==> src/rtl/regfile_pkg.sv <==
// Shared definitions for the register-file host arbiter.
//   DATA_W / ADDR_W / NUM_REGS : register width, index width, register count
//   host_op_e                  : host command encodings carried on host_req_op
//   arb_state_e                : arbiter FSM states
package regfile_pkg;

    localparam int unsigned DATA_W   = 32;
    localparam int unsigned ADDR_W   = 5;
    localparam int unsigned NUM_REGS = 2 ** ADDR_W;

    typedef enum logic [1:0] {
        HOST_OP_READ  = 2'd0,
        HOST_OP_WRITE = 2'd1,
        HOST_OP_DUMP  = 2'd2,
        HOST_OP_RSVD  = 2'd3
    } host_op_e;

    typedef enum logic [2:0] {
        IDLE,
        RD_ISSUE,
        RD_CAPT,
        RSP,
        WR_WAIT,
        DUMP_ISSUE,
        DUMP_CAPT,
        DUMP_RSP
    } arb_state_e;

endpackage

==> src/rtl/regfile_port_mux.sv <==
// Combinational ownership mux for the regfile write port and read port A.
//   hostRdOwn/hostRdAddr               : host owns read port A this cycle
//   hostWrOwn/hostWrAddr/hostWrData    : host owns the write port this cycle
//   core_*                             : core-side write and read requests
//   rf_*                               : selected regfile controls (read B is a pass-through)
module regfile_port_mux
    import regfile_pkg::*;
(
    input  logic              hostRdOwn,
    input  logic [ADDR_W-1:0] hostRdAddr,
    input  logic              hostWrOwn,
    input  logic [ADDR_W-1:0] hostWrAddr,
    input  logic [DATA_W-1:0] hostWrData,
    input  logic              core_write,
    input  logic [ADDR_W-1:0] core_wrAddr,
    input  logic [DATA_W-1:0] core_wrData,
    input  logic [ADDR_W-1:0] core_rdAddrA,
    input  logic [ADDR_W-1:0] core_rdAddrB,
    output logic              rf_write,
    output logic [ADDR_W-1:0] rf_wrAddr,
    output logic [DATA_W-1:0] rf_wrData,
    output logic [ADDR_W-1:0] rf_rdAddrA,
    output logic [ADDR_W-1:0] rf_rdAddrB
);

    always_comb begin
        rf_write   = hostWrOwn ? 1'b1       : core_write;
        rf_wrAddr  = hostWrOwn ? hostWrAddr : core_wrAddr;
        rf_wrData  = hostWrOwn ? hostWrData : core_wrData;
        rf_rdAddrA = hostRdOwn ? hostRdAddr : core_rdAddrA;
        rf_rdAddrB = core_rdAddrB;
    end

endmodule

==> src/rtl/regfile_host_arbiter.sv <==
// Shares the 32x32 register file between the core and the host debug command path.
//   clk, rst_n             : clock, async active-low reset
//   core_*                 : core write port, read indices, core_stall back-pressure
//   host_req_*             : host command (read / write / dump / reserved), valid-ready
//   host_rsp_*             : read/dump response beats, held until host_rsp_ready
//   rf_*                   : regfile write port, read indices, registered read data A
module regfile_host_arbiter
    import regfile_pkg::*;
#(
    parameter int unsigned STARVE_LIMIT = 8
) (
    input  logic              clk,
    input  logic              rst_n,
    input  logic              core_write,
    input  logic [ADDR_W-1:0] core_wrAddr,
    input  logic [DATA_W-1:0] core_wrData,
    input  logic [ADDR_W-1:0] core_rdAddrA,
    input  logic [ADDR_W-1:0] core_rdAddrB,
    output logic              core_stall,
    input  logic              host_req_valid,
    output logic              host_req_ready,
    input  logic [1:0]        host_req_op,
    input  logic [ADDR_W-1:0] host_req_addr,
    input  logic [DATA_W-1:0] host_req_data,
    output logic              host_rsp_valid,
    input  logic              host_rsp_ready,
    output logic [ADDR_W-1:0] host_rsp_addr,
    output logic [DATA_W-1:0] host_rsp_data,
    output logic              host_rsp_last,
    output logic              rf_write,
    output logic [ADDR_W-1:0] rf_wrAddr,
    output logic [DATA_W-1:0] rf_wrData,
    output logic [ADDR_W-1:0] rf_rdAddrA,
    output logic [ADDR_W-1:0] rf_rdAddrB,
    input  logic [DATA_W-1:0] rf_rdDataA
);

    localparam int unsigned CNT_W = $clog2(STARVE_LIMIT + 1);

    arb_state_e        state, stateNext;
    logic              alive;      // keeps host_req_ready low while in reset
    logic [ADDR_W-1:0] reqAddr;    // single-access index, or running dump index
    logic [DATA_W-1:0] reqData;
    logic              fwdHit;
    logic [DATA_W-1:0] fwdData;
    logic [ADDR_W-1:0] rspAddr;
    logic [DATA_W-1:0] rspData;
    logic [CNT_W-1:0]  starveCnt;
    logic              hostRdOwn, hostWrOwn, accept, starved, lastIdx;

    assign lastIdx = (reqAddr == ADDR_W'(NUM_REGS - 1));
    assign starved = (starveCnt == CNT_W'(STARVE_LIMIT));
    assign host_rsp_addr = rspAddr;
    assign host_rsp_data = rspData;

    always_comb begin
        stateNext      = state;
        hostRdOwn      = 1'b0;
        hostWrOwn      = 1'b0;
        core_stall     = 1'b0;
        host_req_ready = 1'b0;
        host_rsp_valid = 1'b0;
        host_rsp_last  = 1'b0;
        accept         = 1'b0;
        case (state)
            IDLE: begin
                host_req_ready = alive;
                if (alive && host_req_valid) begin
                    accept = 1'b1;
                    case (host_op_e'(host_req_op))
                        HOST_OP_READ:  stateNext = RD_ISSUE;
                        HOST_OP_WRITE: stateNext = WR_WAIT;
                        HOST_OP_DUMP:  stateNext = DUMP_ISSUE;
                        default:       stateNext = IDLE;
                    endcase
                end
            end
            RD_ISSUE: begin
                hostRdOwn  = 1'b1;
                core_stall = 1'b1;
                stateNext  = RD_CAPT;
            end
            RD_CAPT: begin
                core_stall = 1'b1;
                stateNext  = RSP;
            end
            RSP: begin
                host_rsp_valid = 1'b1;
                host_rsp_last  = 1'b1;
                if (host_rsp_ready) stateNext = IDLE;
            end
            WR_WAIT: begin
                core_stall = starved;
                if (reqAddr == '0) begin
                    stateNext = IDLE;
                end else if (!core_write) begin
                    hostWrOwn = 1'b1;
                    stateNext = IDLE;
                end
            end
            DUMP_ISSUE: begin
                hostRdOwn  = 1'b1;
                core_stall = 1'b1;
                stateNext  = DUMP_CAPT;
            end
            DUMP_CAPT: begin
                core_stall = 1'b1;
                stateNext  = DUMP_RSP;
            end
            DUMP_RSP: begin
                host_rsp_valid = 1'b1;
                host_rsp_last  = lastIdx;
                if (host_rsp_ready) stateNext = lastIdx ? IDLE : DUMP_ISSUE;
            end
            default: stateNext = IDLE;
        endcase
    end

    always_ff @(posedge clk or negedge rst_n) begin
        if (!rst_n) begin
            state     <= IDLE;
            alive     <= 1'b0;
            reqAddr   <= '0;
            reqData   <= '0;
            fwdHit    <= 1'b0;
            fwdData   <= '0;
            rspAddr   <= '0;
            rspData   <= '0;
            starveCnt <= '0;
        end else begin
            state <= stateNext;
            alive <= 1'b1;
            if (accept) begin
                reqAddr <= (host_req_op == HOST_OP_DUMP) ? '0 : host_req_addr;
                reqData <= host_req_data;
            end
            // The RAM read issued this cycle returns pre-write data, so remember
            // a same-index core write and substitute it at capture.
            if (hostRdOwn) begin
                fwdHit  <= rf_write && (rf_wrAddr == reqAddr);
                fwdData <= rf_wrData;
            end
            if (state == RD_CAPT || state == DUMP_CAPT) begin
                rspAddr <= reqAddr;
                if (reqAddr == '0)  rspData <= '0;
                else if (fwdHit)    rspData <= fwdData;
                else                rspData <= rf_rdDataA;
            end
            if (state == DUMP_RSP && host_rsp_ready && !lastIdx) reqAddr <= reqAddr + 1'b1;
            if (stateNext != WR_WAIT)             starveCnt <= '0;
            else if (state == WR_WAIT && !starved) starveCnt <= starveCnt + 1'b1;
        end
    end

    regfile_port_mux uPortMux (
        .hostRdOwn    (hostRdOwn),
        .hostRdAddr   (reqAddr),
        .hostWrOwn    (hostWrOwn),
        .hostWrAddr   (reqAddr),
        .hostWrData   (reqData),
        .core_write   (core_write),
        .core_wrAddr  (core_wrAddr),
        .core_wrData  (core_wrData),
        .core_rdAddrA (core_rdAddrA),
        .core_rdAddrB (core_rdAddrB),
        .rf_write     (rf_write),
        .rf_wrAddr    (rf_wrAddr),
        .rf_wrData    (rf_wrData),
        .rf_rdAddrA   (rf_rdAddrA),
        .rf_rdAddrB   (rf_rdAddrB)
    );

endmodule

==> config.mk <==
export PLATFORM = sky130hd
export DESIGN_NAME = regfile_host_arbiter
export DESIGN_NICKNAME = d
export VERILOG_FILES = /design/src/rtl/regfile_pkg.sv /design/src/rtl/regfile_port_mux.sv /design/src/rtl/regfile_host_arbiter.sv
export SDC_FILE = /design/constraint.sdc
export NUM_CORES = 1
export LEC_CHECK = 0
export ABC_AREA = 1
export CAP_MARGIN = 20
export CORE_ASPECT_RATIO = 0.6
export CORE_MARGIN = 2
export CORE_UTILIZATION = 45
export DETAILED_ROUTE_END_ITERATION = 10
export PLACE_DENSITY = 0.85
export SKIP_CTS_REPAIR_TIMING = 1
export SKIP_LAST_GASP = 1
export SYNTH_ARGS = -nofsm -noshare
export SYNTH_HDL_FRONTEND = slang
export SYNTH_SLANG_ARGS = --single-unit
==> constraint.sdc <==
create_clock -name clk -period 2.2 [get_ports clk]
set_input_delay 0.33 -clock clk [delete_from_list [all_inputs] [get_ports clk]]
set_output_delay 0.33 -clock clk [all_outputs]
set_load 0.01 [all_outputs]
==> summary.md, run 1 <==
| Metric | Value |
|---|---|
| Status | complete, but fails checks |
| Failing checks | setup timing |
| IO Port Bufs | between 200 and 250 |
| FP Rows | 32 |
| Maxcap violations | 0 |
| HP Class | reg2reg |
| Tmin final | around 2.5 ns |
| VDD IR-drop max | between 0.6 and 0.7 mV |
| Area of the die | between 10,000 and 15,000 um2 |
| Final setup fails | 30 |
| Drt via density | around 5 |
| Worst setup EP type | output pin |
| Placed cells | ~1,100 |
| Fin Hold WS | just under 0.5 ns |
| Initial DRC count | around 360 |
| Die width | 151 um |
| Syn Nets | around 860 |
| CP max FO | 6 |
| Fraction of layout instances using a drive strength above 1 | a little over a fifth |
| Most frequent cell after synthesis | nand2_1 |
| DP Wirelength | between 10 and 15 mm |
| Final Cycle Share | 114% |
| GP Congestion | roughly 0.92 |
| Worst-margin pin slew | ~0.7 ns |
| Yosys reg bits | around 120 |
| TritonRoute pass-1 iters | 5 |
| Share of the synthesized area in the top cell type | 49.6% |
| Synthesized instance count | roughly 720 |
| Most frequent cells after synthesis | 168 x nand2_1, 127 x inv_1, 115 x dfrtp_1 |
| Kind of critical path | reg2out |
| RSZ-0062 raised after global routing | true |
| P per Cell Area | ~1300 nW/um2 |
| Cell taking the most area after synthesis | dfrtp_1 |
| Rel. slew slack | roughly 54% |
| Reg area | about 2900 um2 |
| H-tree depth | 4 |
| WP data arrival | between 2 and 2.5 ns |
| Lkg Pwr | 4.47 nW |
| Slew Viols, Final | 0 |
| Clk Latency, worst-skew pair | 0.40 ns |
| Diodes inserted | 0 |
| Global-route wire length before repair | about 28 mm |
| Worst-path clk slew | around 0.06 ns |
| FMAX | roughly 400 MHz |
| Initial antenna violation count | 0 |
| Final Core Density | between 70% and 80% |
| Total Routing Usage GR | a little over a quarter |
| GRT overflow | 0 |
| Filler cell count | roughly 930 |
| Placed Area | a little over 8000 um2 |
| Worst clock skew | 0.00934 ns |
| Die Y | 91.9 um |
| Vias in the first global route | 5,674 |
| Non-filler cells, final | around 1,200 |
| Post-synth ARST share | between 90% and 100% |
| Num ports | roughly 210 |
| Clock Tree Buf Depth | 2 |
| Area occupied by multi-input gates | between 2000 and 2500 um2 |
| Synth cell types | 31 |
| Drt drc | 0 |
| Synth top area cells | dfrtp_1 50%, nand2_1 11%, o21ai_0 8.5% |
| CP required | ~1.9 ns |
| Synthesized area per cell | 8.03 um2 |
| Yosys warning count | 0 |
| Final ANT Viol Nets | 0 |
| Seq/Total Area, Yosys | between 40% and 50% |
| CTS Buf Count | 17 |
| Nets | 1,116 |
| Routed Wire Length | 19.7 mm |
| CORE AREA | 12,700 um2 |
| Final Hold Viols | 0 |
| Cell Area, Synth | just under 6000 um2 |
| Root buf cell | clkbuf_16 |
| Design Area, Final | around 9400 um2 |
| Starting Density | between 40% and 50% |
| CTS tree | built |
| Total number of vias | slightly below 6,000 |
| WL/cell | roughly 17 um |
| Synth-to-Final Area Change | 62.1% |
| Startpoint types | flip-flop |
| Clock sink count | between 100 and 150 |
| Setup ws final | -0.299 ns |
| Largest net degree at the start of global routing | between 60 and 70 |
| EDFF count, synth | 0 |
| Ys flop type | dfrtp_1 |
worst max-delay path: stages, from the launching register on:
cell	delay [ns]
dfrtp_1	0.40
inv_2	0.08
ha_4	0.12
inv_2	0.03
nor2_2	0.10
nand2_2	0.10
nand3_4	0.19
buf_6	0.16
buf_8	0.13
buf_12	0.13
nand2_1	0.08
o21ai_2	0.07
buf_2	0.16
through the flow:
step           TNS, ns  total power, mW  worst slack, ns
2_1_floorplan        0             6.28            0.252
3_3_place_gp     -3.19             8.66           -0.108
3_5_place_dp     -4.16             8.86           -0.175
4_1_cts         -20.70             12.0           -0.562
5_1_grt          -7.60             13.3           -0.378
6_report         -4.61             12.4           -0.299
logic make-up after synthesis:
logic type               count (synthesis)  share of synthesized area, %
adder cells (fa/ha/maj)                 13                          2.80
AND/OR/NAND/NOR                        222                          15.2
flip-flops                             115                          49.6
AO/OA/AOI/OAI                          195                          19.4
XOR/XNOR                                 3                         0.453
other                                    1                        0.0647
buffers and inverters                  173                          12.4
sequential cells by signal, summed over array words and instances, names as in the netlist:
register,flops
host_rsp_addr,5
fwdHit,1
reqData,32
starveCnt,4
reqAddr,5
host_rsp_data,32
alive,1
state,3
fwdData,32
cells in the final DEF (no fill, tap or decap), types with 3 or more instances in the layout:
cell type and n:
a21oi_1 12, buf_12 6, buf_2 10, buf_4 63, buf_6 16, buf_8 3, bufinv_16 4, clkbuf_16 21
clkbuf_2 17, clkdlybuf4s50_1 154, clkinv_4 3, clkinvlp_4 3, dfrtp_1 114, dlymetal6s2s_1 8, ha_1 7, ha_4 4
inv_1 121, inv_2 6, inv_6 3, nand2_1 156, nand2_2 6, nand2_4 7, nand3_1 15, nand4_1 4
nor2_1 26, o211ai_1 4, o21ai_0 94, o21ai_1 17, o21ai_2 20, o21ai_4 11, o22ai_1 30, xor2_1 3
cell type report:
class | instances | area share, %
Inverter | 129 | 5.20
Timing Repair inverter | 1 | 0.0798
Clock inverter | 13 | 2.09
Timing Repair Buffer | 282 | 28.8
Tap cell | 170 | 2.26
Multi-Input combinational cell | 434 | 26.2
Sequential cell | 115 | 30.6
Clock buffer | 19 | 4.82
per-layer routing:
metal	track usage (%)	part of all wire (%)	vias to the layer above	wire, um
met5	0	0	-	0
met4	8.10	2.1	0	418
met3	7.56	8.6	40	1700
met2	41.6	47	282	9350
met1	34.9	42	2795	8260
li1	-	-	2818	-
final timing paths:
kind                                endpoint  slack, ns         from  cells past startpoint
max                            rf_wrData[10]      -0.30   reqAddr[1]                     12
min                              fwdData[31]       0.48  fwdData[31]                      2
max reg2reg                       fwdData[1]       0.12   reqAddr[1]                     15
min reg2reg                      fwdData[31]       0.48  fwdData[31]                      2
max in group asynchronous        fwdData[12]       1.01        rst_n                      3
min in group asynchronous  host_rsp_data[15]       0.50        rst_n                      2
report_power, final:
part	total, mW	internal (mW)	switching, mW
clock	3.02	1.98	1.04
combinational	5.86	2.58	3.28
sequential	3.57	3.13	0.444
total	12.4	7.69	4.76
No activity file was read; power rests on OpenSTA's default activity.
==> inputs of run 2 (changes only) <==
--- a/config.mk
+++ b/config.mk
@@ -8,7 +8,7 @@
 export ABC_AREA = 1
 export CAP_MARGIN = 20
 export CORE_ASPECT_RATIO = 0.6
-export CORE_MARGIN = 2
+export CORE_MARGIN = 3
 export CORE_UTILIZATION = 45
 export DETAILED_ROUTE_END_ITERATION = 10
 export PLACE_DENSITY = 0.85
==> run 2 against run 1 <==
Against the previous run: the run still ends with setup timing left; routed wire length is 0.77% higher; sequential share of layout area is 0.93 points lower; final cell count is 1.6% higher; critical path depth is 1 lower; largest cell class is now non-clock buffers.
==> summary.md, run 2 (synthesis results as in run 1) <==
| Metric | Value |
|---|---|
| Status | complete, but fails checks |
| Failing checks | setup timing |
| RSZ-0062 raised after global routing | true |
| Maxcap violations | 0 |
| CP max FO | 8 |
| Worst-path clk slew | roughly 0.050 ns |
| Kind of critical path | reg2out |
| P per Cell Area | between 1000 and 1500 nW/um2 |
| Initial DRC count | about 340 |
| Final Hold Viols | 0 |
| CTS Buf Count | 17 |
| Cells on worst reg2reg path | 15 |
| Root buf cell | clkbuf_16 |
| Global-route wire length before repair | between 20 and 30 mm |
| Total Routing Usage GR | between 20 and 25% |
| Diodes inserted | 0 |
| Initial antenna violation count | 0 |
| Slew Viols, Final | 0 |
| Die width | roughly 150 um |
| Most frequent cells in the layout | 154 x clkdlybuf4s50_1, 136 x nand2_1, 121 x inv_1 |
| VDD IR-drop max | about 0.67 mV |
| WP data arrival | roughly 2.1 ns |
| Placed cells | between 1,000 and 1,500 |
| IO Port Bufs | ~200 |
| Worst-margin pin slew | 0.596 ns |
| Lkg Pwr | roughly 4.6 nW |
| Non-filler cells, final | 1,182 |
| FMAX | roughly 410 MHz |
| CP peak stage delay | 0.38 ns |
| Final setup fails | 37 |
| Final Cycle Share | 111% |
| Clock Tree Buf Depth | 2 |
| Filler cell count | between 800 and 900 |
| WL/cell | around 17 um |
| FP Rows | 31 |
| Routed Wire Length | slightly below 20 mm |
| Final ANT Viol Nets | 0 |
| CP required | approximately 1.9 ns |
| Largest net degree at the start of global routing | 63 |
| Area of the die | around 14,000 um2 |
| CP startpoint | state[1] |
| CTS tree | built |
| Final Core Density | between 70% and 80% |
| Startpoint types | flip-flop |
| Most common cell after layout, fill and taps aside | clkdlybuf4s50_1 |
| Buf+Inv Stages, Crit Path | 7 |
| Reg-to-reg startpoint | state[1] |
| TritonRoute pass-1 iters | 6 |
| DP Wirelength | roughly 13 mm |
| CORE AREA | roughly 12,000 um2 |
| Clock sink count | roughly 120 |
| Worst clock skew | 0.0113 ns |
| R2R Path End | fwdHit |
| GP Congestion | 0.920 |
| Synth-to-Final Area Change | 67.2% |
| Fraction of layout instances using a drive strength above 1 | approximately a quarter |
| GRT overflow | 0 |
| Reg2Reg Setup Slack | about 0.06 ns |
| Drt drc | 0 |
| Die Y | about 94 um |
| Rel. slew slack | roughly 60% |
| Fin Hold WS | roughly 0.4 ns |
| Starting Density | between 40% and 50% |
| Setup ws final | -0.247 ns |
| Worst setup EP type | output pin |
| Vias in the first global route | 5,649 |
| CP Cell Sequence | inv_2 -> ha_2 -> nand2_2 -> clkinv_2 -> nand3_4 -> buf_12 -> buf_4 -> clkbuf_16 -> buf_8 -> o21ai_2 -> buf_2 |
| Drt via density | 5.04 |
| Largest delay contributor family on the critical path | buffers and inverters |
| H-tree depth | 4 |
| Tmin final | 2.45 ns |
| HP Class | in2async |
| Critical-path top delay cell | dfrtp_1 |
| Num ports | 212 |
| Nets | 1,142 |
| Clk Latency, worst-skew pair | roughly 0.4 ns |
| Total number of vias | 5,956 |
| Final Power | 12.5 mW |
==> run 2: per-layer routing <==
layer	GRT usage [%]	up-vias	routed length (um)
li1	-	2865	-
met1	35.0	2829	8770
met2	39.2	240	9410
met3	6.12	22	1540
met4	6.08	0	173
met5	0	-	0
==> run 2: power breakdown <==
group	switching, mW	internal [mW]	leakage [nW]
logic	3.25	2.73	2.91
clock network	0.937	2.02	0.310
registers	0.439	3.13	1.41
==> run 2: worst max-delay path by stage <==
| stage | endpoint | slack, ns | cells after the start |
|---|---|---|---|
| after floorplan | rf_wrAddr[0] | 0.25 | 10 |
| after global placement | rf_wrData[15] | -0.14 | 7 |
| after detailed placement | rf_wrData[13] | -0.16 | 7 |
| after CTS | rf_wrData[13] | -0.50 | 10 |
| after global routing | rf_wrData[27] | -0.37 | 13 |
| final | rf_wrData[2] | -0.25 | 11 |
==> run 2: final cells by class <==
class	instances	area [um2]	area share [%]
multi-input combinational	434	2520	26.0
clock buffer	20	447	4.61
clock inverter	10	183	1.88
tap	165	206	2.13
inverter	129	489	5.04
timing repair inverter	1	7.51	0.0774
timing repair buffer	308	2960	30.6
sequential	115	2880	29.7
==> run 2: stage by stage <==
step	setup TNS (ns)	cell area, um2	setup WS (ns)
floorplan	0	5800	0.252
finish	-6.11	9700	-0.247
detailed placement	-4.15	8300	-0.163
CTS	-18.68	8930	-0.495
global route	-10.54	9700	-0.374
global placement	-3.91	8300	-0.136
==> inputs of run 3 (changes only) <==
--- a/config.mk
+++ b/config.mk
@@ -11,7 +11,8 @@
 export CORE_MARGIN = 3
 export CORE_UTILIZATION = 45
 export DETAILED_ROUTE_END_ITERATION = 10
-export PLACE_DENSITY = 0.85
+export PLACE_DENSITY = 0.81
+export SETUP_SLACK_MARGIN = 0.05
 export SKIP_CTS_REPAIR_TIMING = 1
 export SKIP_LAST_GASP = 1
 export SYNTH_ARGS = -nofsm -noshare
==> run 3 against run 2 <==
Against the previous run: sequential power about the same; largest cell class is now registers; clock power shrank 1%; largest power group unchanged; the flow still finishes with violations (setup timing); non-clock buffer count fell by 29; utilization down 3.3 points.
==> summary.md, run 3 (synthesis results as in run 1) <==
| Metric | Value |
|---|---|
| Status | complete, but fails checks |
| Failing checks | setup timing |
| Part of the power in registers | between 20 and 30% |
| CP peak stage delay | around 0.37 ns |
| Starting Density | between 40 and 50% |
| Global-route wire length before repair | 28.4 mm |
| Area of the die | roughly 14,000 um2 |
| Clk Latency, worst-skew pair | 0.40 ns |
| GRT overflow | 0 |
| IO Port Bufs | between 200 and 250 |
| Root buf cell | clkbuf_16 |
| CTS Buf Count | 17 |
| Drt via density | 5.08 |
| Worst-margin pin slew | 0.611 ns |
| Diodes inserted | 0 |
| Maxcap violations | 0 |
| Final Power | 12.3 mW |
| Internal Pwr Total | between 7 and 8 mW |
| Final Hold Viols | 0 |
| Clock Tree Buf Depth | 2 |
| WP data arrival | about 2.1 ns |
| Startpoint types | flip-flop |
| RSZ-0062 raised after global routing | true |
| Area occupied by multi-input gates | about 2400 um2 |
| Rel. slew slack | about three fifths |
| Die Y | around 94 um |
| Critical-path top delay cell | dfrtp_1 |
| Die width | 153 um |
| Switching Share | 38.0% |
| Lkg Pwr | 4.42 nW |
| Total number of vias | roughly 6,000 |
| P per Cell Area | ~1300 nW/um2 |
| CORE AREA | about 12,000 um2 |
| Largest net degree at the start of global routing | between 60 and 70 |
| Initial DRC count | just over 400 |
| Placed Area | 8280 um2 |
| CP max FO | 6 |
| Slew Viols, Final | 0 |
| Routed Wire Length | between 15 and 20 mm |
| Nets | around 1,100 |
| FP Rows | 31 |
| WL/cell | about 17 um |
| TritonRoute pass-1 iters | 5 |
| Buf+Inv Stages, Crit Path | 6 |
| Fraction of layout instances using a drive strength above 1 | about a fifth |
| Worst setup EP type | output pin |
| CTS tree | built |
| Comb power frac | between 40% and 50% |
| GP Congestion | just over 0.9 |
| Most frequent cells in the layout | 161 x nand2_1, 154 x clkdlybuf4s50_1, 121 x inv_1 |
| Initial antenna violation count | 0 |
| Final Cycle Share | 110% |
| CP required | around 1.9 ns |
| Most common cell after layout, fill and taps aside | nand2_1 |
| Kind of critical path | reg2out |
| Setup ws final | -0.227 ns |
| Reg area | between 2000 and 3000 um2 |
| CP Cell Sequence | inv_2 -> ha_4 -> inv_2 -> nor2_2 -> nand2_2 -> nand3_4 -> buf_6 -> buf_4 -> clkbuf_16 -> o21ai_4 -> buf_6 |
| H-tree depth | 4 |
| Tmin final | 2.43 ns |
| Filler cell count | between 900 and 1,000 |
| Final setup fails | 37 |
| Sw power | 4.66 mW |
| Total Routing Usage GR | 24.9% |
| Largest delay contributor family on the critical path | buffers and inverters |
| Worst-path clk slew | ~0.06 ns |
| Final ANT Viol Nets | 0 |
| Worst clock skew | roughly 0.0094 ns |
| Drt drc | 0 |
| VDD IR-drop max | between 0.7 and 0.8 mV |
| Design Area, Final | around 9300 um2 |
| Clock power share | 23.8% |
| HP Class | in2async |
| Num ports | roughly 210 |
| FMAX | 412 MHz |
| Placement Setup Slack | -0.171 ns |
| Sum Neg Setup Slack | -5.19 ns |
| DP Wirelength | 12.9 mm |
| Clock sink count | between 100 and 150 |
| Vias in the first global route | 5,462 |
| Synth-to-Final Area Change | 60.2% |
==> run 3: cell count changes in the layout (fill, tap and decap cells not counted), sizes merged <==
cell	delta
bufinv	-1
clkinvlp	+2
dlymetal6s2s	-1
buf	-35
inv	+1
clkbuf	+7
==> run 3: final cells by class <==
cell class	instances	area share, %
clock buffer	20	4.81
clock inverter	12	1.94
inverter	129	5.27
multi-input combinational	434	26.3
sequential	115	31.0
tap	165	2.22
timing repair buffer	279	28.4
timing repair inverter	1	0.0808
==> run 3: final timing paths <==
path                        startpoint             to  slack, ns  cells past startpoint
setup reg to reg            reqAddr[1]     fwdData[5]       0.21                     15
max in group asynchronous        rst_n         fwdHit       1.01                      3
setup / recovery            reqAddr[1]  rf_wrData[23]      -0.23                     11
min in group clk           fwdData[31]    fwdData[31]       0.49                      2
hold / removal                   rst_n    reqData[17]       0.39                      2
hold reg to reg            fwdData[31]    fwdData[31]       0.49                      2
==> run 3: metal layers <==
metal  global-route usage [%]  share of wire (%)  vias up
met5                        0                  0        -
met4                     6.23               0.62        0
met3                     4.97                8.2       12
met2                     37.7                 44      272
met1                     36.8                 47     2773
li1                         -                  -     2805
==> run 3: power groups by stage <==
stage | Sequential (mW) | Clock, mW | Combinational, mW
after floorplan | 3.65 | 0 | 2.63
after global placement | 3.52 | 0 | 5.16
after detailed placement | 3.57 | 0 | 5.26
after CTS | 3.54 | 2.96 | 5.32
after global routing | 3.67 | 3.06 | 6.34
final | 3.56 | 2.92 | 5.79
==> run 3: stage by stage <==
step                hold slack (ns)  utilization [%]  cells
finish                        0.393             75.3   1155
floorplan                    0.0344                -    722
CTS                          -0.150             72.2   1131
global route                  0.431             75.3   1155
global placement              0.278             67.1   1099
detailed placement            0.282             67.1   1099
